## config.mk

```make
export PLATFORM = sky130hd
export DESIGN_NAME = e203_rr_arb16
export DESIGN_NICKNAME = d
export VERILOG_FILES = /design/src/rtl/e203_rr_arb16.sv
export SDC_FILE = /design/constraint.sdc
export NUM_CORES = 1
export LEC_CHECK = 0
export ABC_CLOCK_PERIOD_IN_PS = 7700
export CAP_MARGIN = 5
export CORE_MARGIN = 5
export CORE_UTILIZATION = 55
export CTS_CLUSTER_DIAMETER = 50
export CTS_CLUSTER_SIZE = 8
export DETAILED_ROUTE_END_ITERATION = 8
export GPL_ROUTABILITY_DRIVEN = 0
export PLACE_DENSITY_LB_ADDON = 0.2
export SLEW_MARGIN = 10
export SYNTH_ARGS = -nofsm -noshare
export SYNTH_HDL_FRONTEND = slang
export SYNTH_SLANG_ARGS = --single-unit
```

## constraint.sdc

```tcl
create_clock -name clk -period 7.7 [get_ports clk]
set_input_delay 1.54 -clock clk [delete_from_list [all_inputs] [get_ports clk]]
set_output_delay 1.54 -clock clk [all_outputs]
set_load 0.01 [all_outputs]
```

## src/rtl/e203_rr_arb16.sv

```systemverilog
// 16-requester round-robin arbiter with capped burst lock.
// Registered one-hot grant and binary index; back-to-back re-arbitration on handshake.
module e203_rr_arb16 #(
    parameter int MAX_BURST = 4,
    parameter int CNT_W     = 4
) (
    input  logic        clk,
    input  logic        rst_n,
    input  logic [15:0] req_valid,
    input  logic [15:0] req_lock,
    output logic [15:0] req_ready,
    output logic        o_valid,
    input  logic        o_ready,
    output logic [15:0] o_grant_oh,
    output logic [3:0]  o_idx,
    output logic        o_busy
);

    typedef enum logic [0:0] {
        ST_IDLE = 1'b0,
        ST_GNT  = 1'b1
    } state_e;

    localparam logic [CNT_W-1:0] BURST_LAST = CNT_W'(MAX_BURST - 1);

    state_e           state_q, state_d;
    logic [3:0]       ptr_q, ptr_d;
    logic [3:0]       idx_q, idx_d;
    logic [15:0]      grant_q, grant_d;
    logic [CNT_W-1:0] beat_q, beat_d;
    logic [4:0]       pick_idle_s;
    logic [4:0]       pick_rel_s;
    logic             in_gnt_s;

    // Rotate so ptr sits at bit 0, take the lowest set bit, rotate the index back.
    // Result: {found, winner_index}.
    function automatic logic [4:0] rr_pick(input logic [15:0] req, input logic [3:0] ptr);
        logic [31:0] dbl;
        logic [15:0] rot;
        logic [3:0]  k;
        dbl = {req, req} >> ptr;
        rot = dbl[15:0];
        k   = 4'd0;
        for (int i = 15; i >= 0; i--) begin
            k = rot[i] ? 4'(i) : k;
        end
        return {|rot, k + ptr};
    endfunction

    assign in_gnt_s    = (state_q == ST_GNT);
    assign pick_idle_s = rr_pick(req_valid, ptr_q);
    assign pick_rel_s  = rr_pick(req_valid & ~grant_q, idx_q + 4'd1);

    assign o_valid     = in_gnt_s & req_valid[idx_q];
    assign req_ready   = in_gnt_s ? (grant_q & {16{o_ready}}) : 16'h0000;
    assign o_busy      = in_gnt_s;
    assign o_grant_oh  = grant_q;
    assign o_idx       = idx_q;

    // Next-state: initial grant from IDLE, burst hold / release with re-arbitration, abort.
    always_comb begin
        state_d = state_q;
        ptr_d   = ptr_q;
        idx_d   = idx_q;
        grant_d = grant_q;
        beat_d  = beat_q;
        case (state_q)
            ST_IDLE: begin
                if (pick_idle_s[4]) begin
                    state_d = ST_GNT;
                    idx_d   = pick_idle_s[3:0];
                    grant_d = 16'd1 << pick_idle_s[3:0];
                    beat_d  = '0;
                end else begin
                    state_d = ST_IDLE;
                end
            end
            ST_GNT: begin
                if (!o_valid) begin
                    // Requester withdrew before acceptance: drop grant, keep ptr.
                    state_d = ST_IDLE;
                    idx_d   = 4'd0;
                    grant_d = 16'h0000;
                    beat_d  = '0;
                end else if (o_ready) begin
                    if (req_lock[idx_q] && (beat_q < BURST_LAST)) begin
                        beat_d = beat_q + {{(CNT_W-1){1'b0}}, 1'b1};
                    end else begin
                        ptr_d = idx_q + 4'd1;
                        if (pick_rel_s[4]) begin
                            idx_d   = pick_rel_s[3:0];
                            grant_d = 16'd1 << pick_rel_s[3:0];
                            beat_d  = '0;
                        end else if (req_valid[idx_q]) begin
                            beat_d  = '0;
                        end else begin
                            state_d = ST_IDLE;
                            idx_d   = 4'd0;
                            grant_d = 16'h0000;
                            beat_d  = '0;
                        end
                    end
                end else begin
                    state_d = ST_GNT;
                end
            end
            default: begin
                state_d = ST_IDLE;
                ptr_d   = 4'd0;
                idx_d   = 4'd0;
                grant_d = 16'h0000;
                beat_d  = '0;
            end
        endcase
    end

    // State, pointer, grant and beat counter registers.
    always_ff @(posedge clk or negedge rst_n) begin
        if (!rst_n) begin
            state_q <= ST_IDLE;
            ptr_q   <= 4'd0;
            idx_q   <= 4'd0;
            grant_q <= 16'h0000;
            beat_q  <= '0;
        end else begin
            state_q <= state_d;
            ptr_q   <= ptr_d;
            idx_q   <= idx_d;
            grant_q <= grant_d;
            beat_q  <= beat_d;
        end
    end

endmodule
```

Yosys cells after proc, flatten, opt, wreduce, memory -nomap -nowiden
Cells that the tools add are included.
- $add $sub $neg: 4
- magnitude comparators: 2
- eq/ne operators: 4
- shift operators: 4
- multiplexer cells: 63
- bitwise logic cells: 6
- reduce and logical (&&, ||, !) cells: 6
- operators by type and width (cell ; number):
    2-to-1 mux 4 bit ; 42
    2-to-1 mux 16 bit ; 7
    right shift 32 x 4 -> 16 bit ; 2
    AND 16 bit ; 2
    case mux 16 bit (2 select lines) ; 1
    OR reduction 16 bit ; 2
    << shifter 1 x 4 -> 16 bit (first input constant) ; 2
    inverter 16 bit ; 1
    case mux 4 bit (2 select lines) ; 2
    adder 4 x 1 -> 4 bit (second input constant) ; 2
    adder 4 bit ; 2
    binary-select mux 1 bit (select 4 bit) ; 2
    2-to-1 mux 1 bit ; 8
    AND reduction 4 bit ; 2
    inequality test 3 bit (second input constant) ; 2
    less-than comparator 4 x 5 -> 1 bit (second input constant) ; 1
    less-than comparator 4 x 2 -> 1 bit (second input constant) ; 1
    inequality test 4 bit (second input constant) ; 1
    inequality test 2 bit (second input constant) ; 1
    inverter 1 bit ; 2
    case mux 1 bit (2 select lines) ; 1
    AND reduction 2 bit ; 1
    AND 1 bit ; 1
    logical AND 1 bit ; 1
- register bits: 29
- input port bits: 35

Longest topological paths before layout
- depth after elaboration: 26
- mapped depth: 20
- gate-level depth less buffers: 19

Least setup slack after synthesis
No wires, ideal clock.
- path type: input -> register
- start: input port req_valid[1]
- end: register grant_q[14] (netlist: o_grant_oh[14])
- arrival: 5.022 ns
- setup slack: 2.553 ns
- cell stages on the path: 13
- buffers on the path: 0
- path through: and2b_2 mux4_1 mux2_2 nor3_1 o22a_1 nor2b_1 o311a_2 ha_1 a21oi_1 xnor2_1 mux2i_4 o22ai_1 mux2_4
- word-level cells in the longest chain between the ends: 25
- elaborated cells between the ends (all ways): 55
- those cells by class: 2 x add/sub; 4 x eq/ne; 4 x shift; 40 x mux; 2 x bitwise; 3 x reduce/logical
- ends and longest elaborated chain (element ; RTL line ; text):
    from (decl) ; 9 ; input logic [15:0] req_valid,
    AND 16 bit ; 52 ; assign pick_rel_s = rr_pick(req_valid & ~grant_q, idx_q + 4'd1);
    right shift 32 x 4 -> 16 bit ; 41 ; dbl = {req, req} >> ptr;
    2-to-1 mux 4 bit (16 in a row) ; 45 ; k = rot[i] ? 4'(i) : k;
    adder 4 bit ; 47 ; return {|rot, k + ptr};
    << shifter 1 x 4 -> 16 bit ; 92 ; grant_d = 16'd1 << pick_rel_s[3:0];
    2-to-1 mux 16 bit ; 90 ; if (pick_rel_s[4]) begin
    2-to-1 mux 16 bit ; 86 ; if (req_lock[idx_q] && (beat_q < BURST_LAST)) begin
    2-to-1 mux 16 bit ; 85 ; end else if (o_ready) begin
    2-to-1 mux 16 bit ; 79 ; if (!o_valid) begin
    case mux 16 bit (2 select lines) ; 67 ; case (state_q)
    to (signal assigned) ; 129 ; grant_q <= grant_d;
    to (decl) ; 29 ; logic [15:0] grant_q, grant_d;
Parallel ways exist; a longest one is shown, timed or not. The select of a mux whose other input is x is not followed.
A chain may end at the register's enable or synchronous reset.

Final worst setup path
- start: input port req_valid[15]
- end: register grant_q[9] (netlist: o_grant_oh[9])
The elaborated chain is that of the path after synthesis.

==> impl_metrics.toml <==
[sta]
fin_crit_ns = 5.89
setup_ws_ns = 1.81
report.final.hold_viol_count = 0
finalCritPeriodShare = 0.765
max_freq_ghz = 0.170
finalSetupViolations = 0
slew_headroom = 0.320
fin_hold_ws_ns = 0.517
finalMaxSlewViolations = 0
worst_pin_slew_ns = 1.02
fin_tns_setup_ns = 0
rsz0062_at_grt = "no"
finClkSkew_ns = 0.00850

[drt]
vias = 4335
routed_wl_um = 14000
post_drt_wl_per_cell_um = 21.8
ant_nets = 0
route.detailed.drc = 0
drtIter0Drc = 390
dr.pass1.iters = 5
avgViaCountPerCell = 6.73

[job]
cap_violations = 0

[global_routing]
antenna_found_initial = 0
grt_pass1_vias = 4088
overflow = 0
grt_pass1_wl_um = 22500
grt_start_max_net_pins = 30
track_usage = 0.255

[setup_path]
critical_path.slowest_cell = "clkdlybuf4s50_1"
crit_arrival_ns = 6.05
path_cells = "clkdlybuf4s50_1 -> and2b_2 -> mux4_1 -> mux2_2 -> nor3_1 -> o22a_1 -> nor2b_1 -> o311a_2 -> ha_1 -> a21oi_1 -> xnor2_1 -> mux2i_4 -> o22ai_1 -> mux2_4"
cp_max_fo = 9
max_stage_delay_ns = 0.59
path_delay_family = "multiplexers"
end_kind = "flip-flop"
crit_type = "input port to flip-flop"
required_ns = 7.86
cp.buffers_inverters = 1
cp-start-kind = "input port"

[floorplan]
start_util = 0.557
fp.coreArea_um2 = 8640
die_h_um = 104
ios = 73
dieWidth_um = 104
rows = 34
die_area_um2 = 10700

[layout]
nFillCells = 684
layout-drive-gt1-share = 0.229
finalNetCount = 580
final_common_cell = "clkdlybuf4s50_1"
final_cells = 644
area_delta_synth_final_pct = 16.1
n_antenna_cell = 0
layout.cells.most_common_list = "72 x clkdlybuf4s50_1, 44 x nand2_1, 32 x mux4_2, 30 x nor2_1, 29 x dfrtp_1"

[cts]
cts_hold_buf = 0
htreeDepth = 2
numCtsBuffers = 5
cts_resized = 0
cts_setup_buffers = 0
clock_path_buffers = 2
clkTransAtPathRegs_ns = 0.06
cts-root-buf = "clkbuf_8"
cts_tree = "done"
clock-sinks = 29
insertion_delay_ns = 0.28

[placed_design]
dpl.hpwl_um = 11100
dp.cells = 636
place.port_buffers = 72
pre_cts_slack_ns = 1.58

[logic_synthesis]
ys_ff_latch = 29
ys_async_sr_fraction = 1.00
synth.avg_cell_area_um2 = 10.1
synth_fp_nets = 523
yosysWarnings = 0
ys_seq_area_frac = 0.151
synthFlopType = "dfrtp_1"
postSynthCellCount = 478
synthDistinctLibCells = 77
synth_edf_count = 0
netlist_area_um2 = 4810

[worst_hold_path]
hold_path.class = "flip-flop to flip-flop"

[outcome]
outcome = "completed"
-- worst paths after layout --
check,startpoint,to,slack (ns),depth (start not counted)
max,req_valid[15],o_grant_oh[9],1.81,14
min,beat_q[2],beat_q[2],0.52,1
max reg2reg,o_idx[0],o_grant_oh[9],2.18,13
min reg2reg,beat_q[2],beat_q[2],0.52,1
max in group asynchronous,rst_n,ptr_q[3],5.76,2
min in group asynchronous,rst_n,o_grant_oh[10],1.63,2
-- cell usage after synthesis, drive strengths merged (4+ instances only) --
master	number	area share
a21o	5	0.0081
nand2	45	0.036
nor2b	14	0.018
nand2b	17	0.022
and2b	9	0.016
and3	20	0.026
o21ai	24	0.026
xor2	4	0.011
dfrtp	29	0.15
or2	4	0.0052
mux2i	22	0.061
clkbuf	12	0.014
a21oi	22	0.024
nor2	32	0.026
nor3	25	0.031
mux4	44	0.22
ha	8	0.021
xnor2	5	0.012
o22ai	20	0.029
a31oi	4	0.0083
buf	13	0.029
nand3	13	0.014
inv	14	0.011
mux2	35	0.10
-- through the flow --
| step | utilization | area, um^2 |
|---|---|---|
| after global routing | 0.647 | 5590 |
| after CTS | 0.647 | 5590 |
| after floorplan | - | 4810 |
| final | 0.647 | 5590 |
| after global placement | 0.635 | 5490 |
| after detailed placement | 0.635 | 5490 |
-- flip-flops by register name, summed over array words and instances, names as in the netlist --
register and cells:
beat_q 4, o_grant_oh 16, o_busy 1, ptr_q 4, o_idx 4
-- area by class of cell --
| cell class | count | area (um^2) | share of cell area |
|---|---|---|---|
| tap | 108 | 135 | 0.0242 |
| inverter | 15 | 58.8 | 0.0105 |
| sequential | 29 | 726 | 0.130 |
| clock inverter | 1 | 5.00 | 0.000896 |
| clock buffer | 7 | 96.3 | 0.0172 |
| multi-input combinational | 409 | 3820 | 0.684 |
| timing repair buffer | 75 | 743 | 0.133 |
-- cell families after synthesis --
family          share of synthesized area
mux                                 0.376
xor+xnor                           0.0234
fa+ha+maj                          0.0291
compound gates                      0.153
flops                               0.151
simple gates                        0.212
buf+inv                            0.0546
-- metal layers --
layer,track usage,share of wire
met1,0.387,0.44
met2,0.389,0.46
met3,0.0429,0.082
met4,0.0366,0.011
met5,0,0
Power is left out: the tool's default activity adds up to more than one toggle a clock period on the data nets, which glitch-free logic cannot reach.
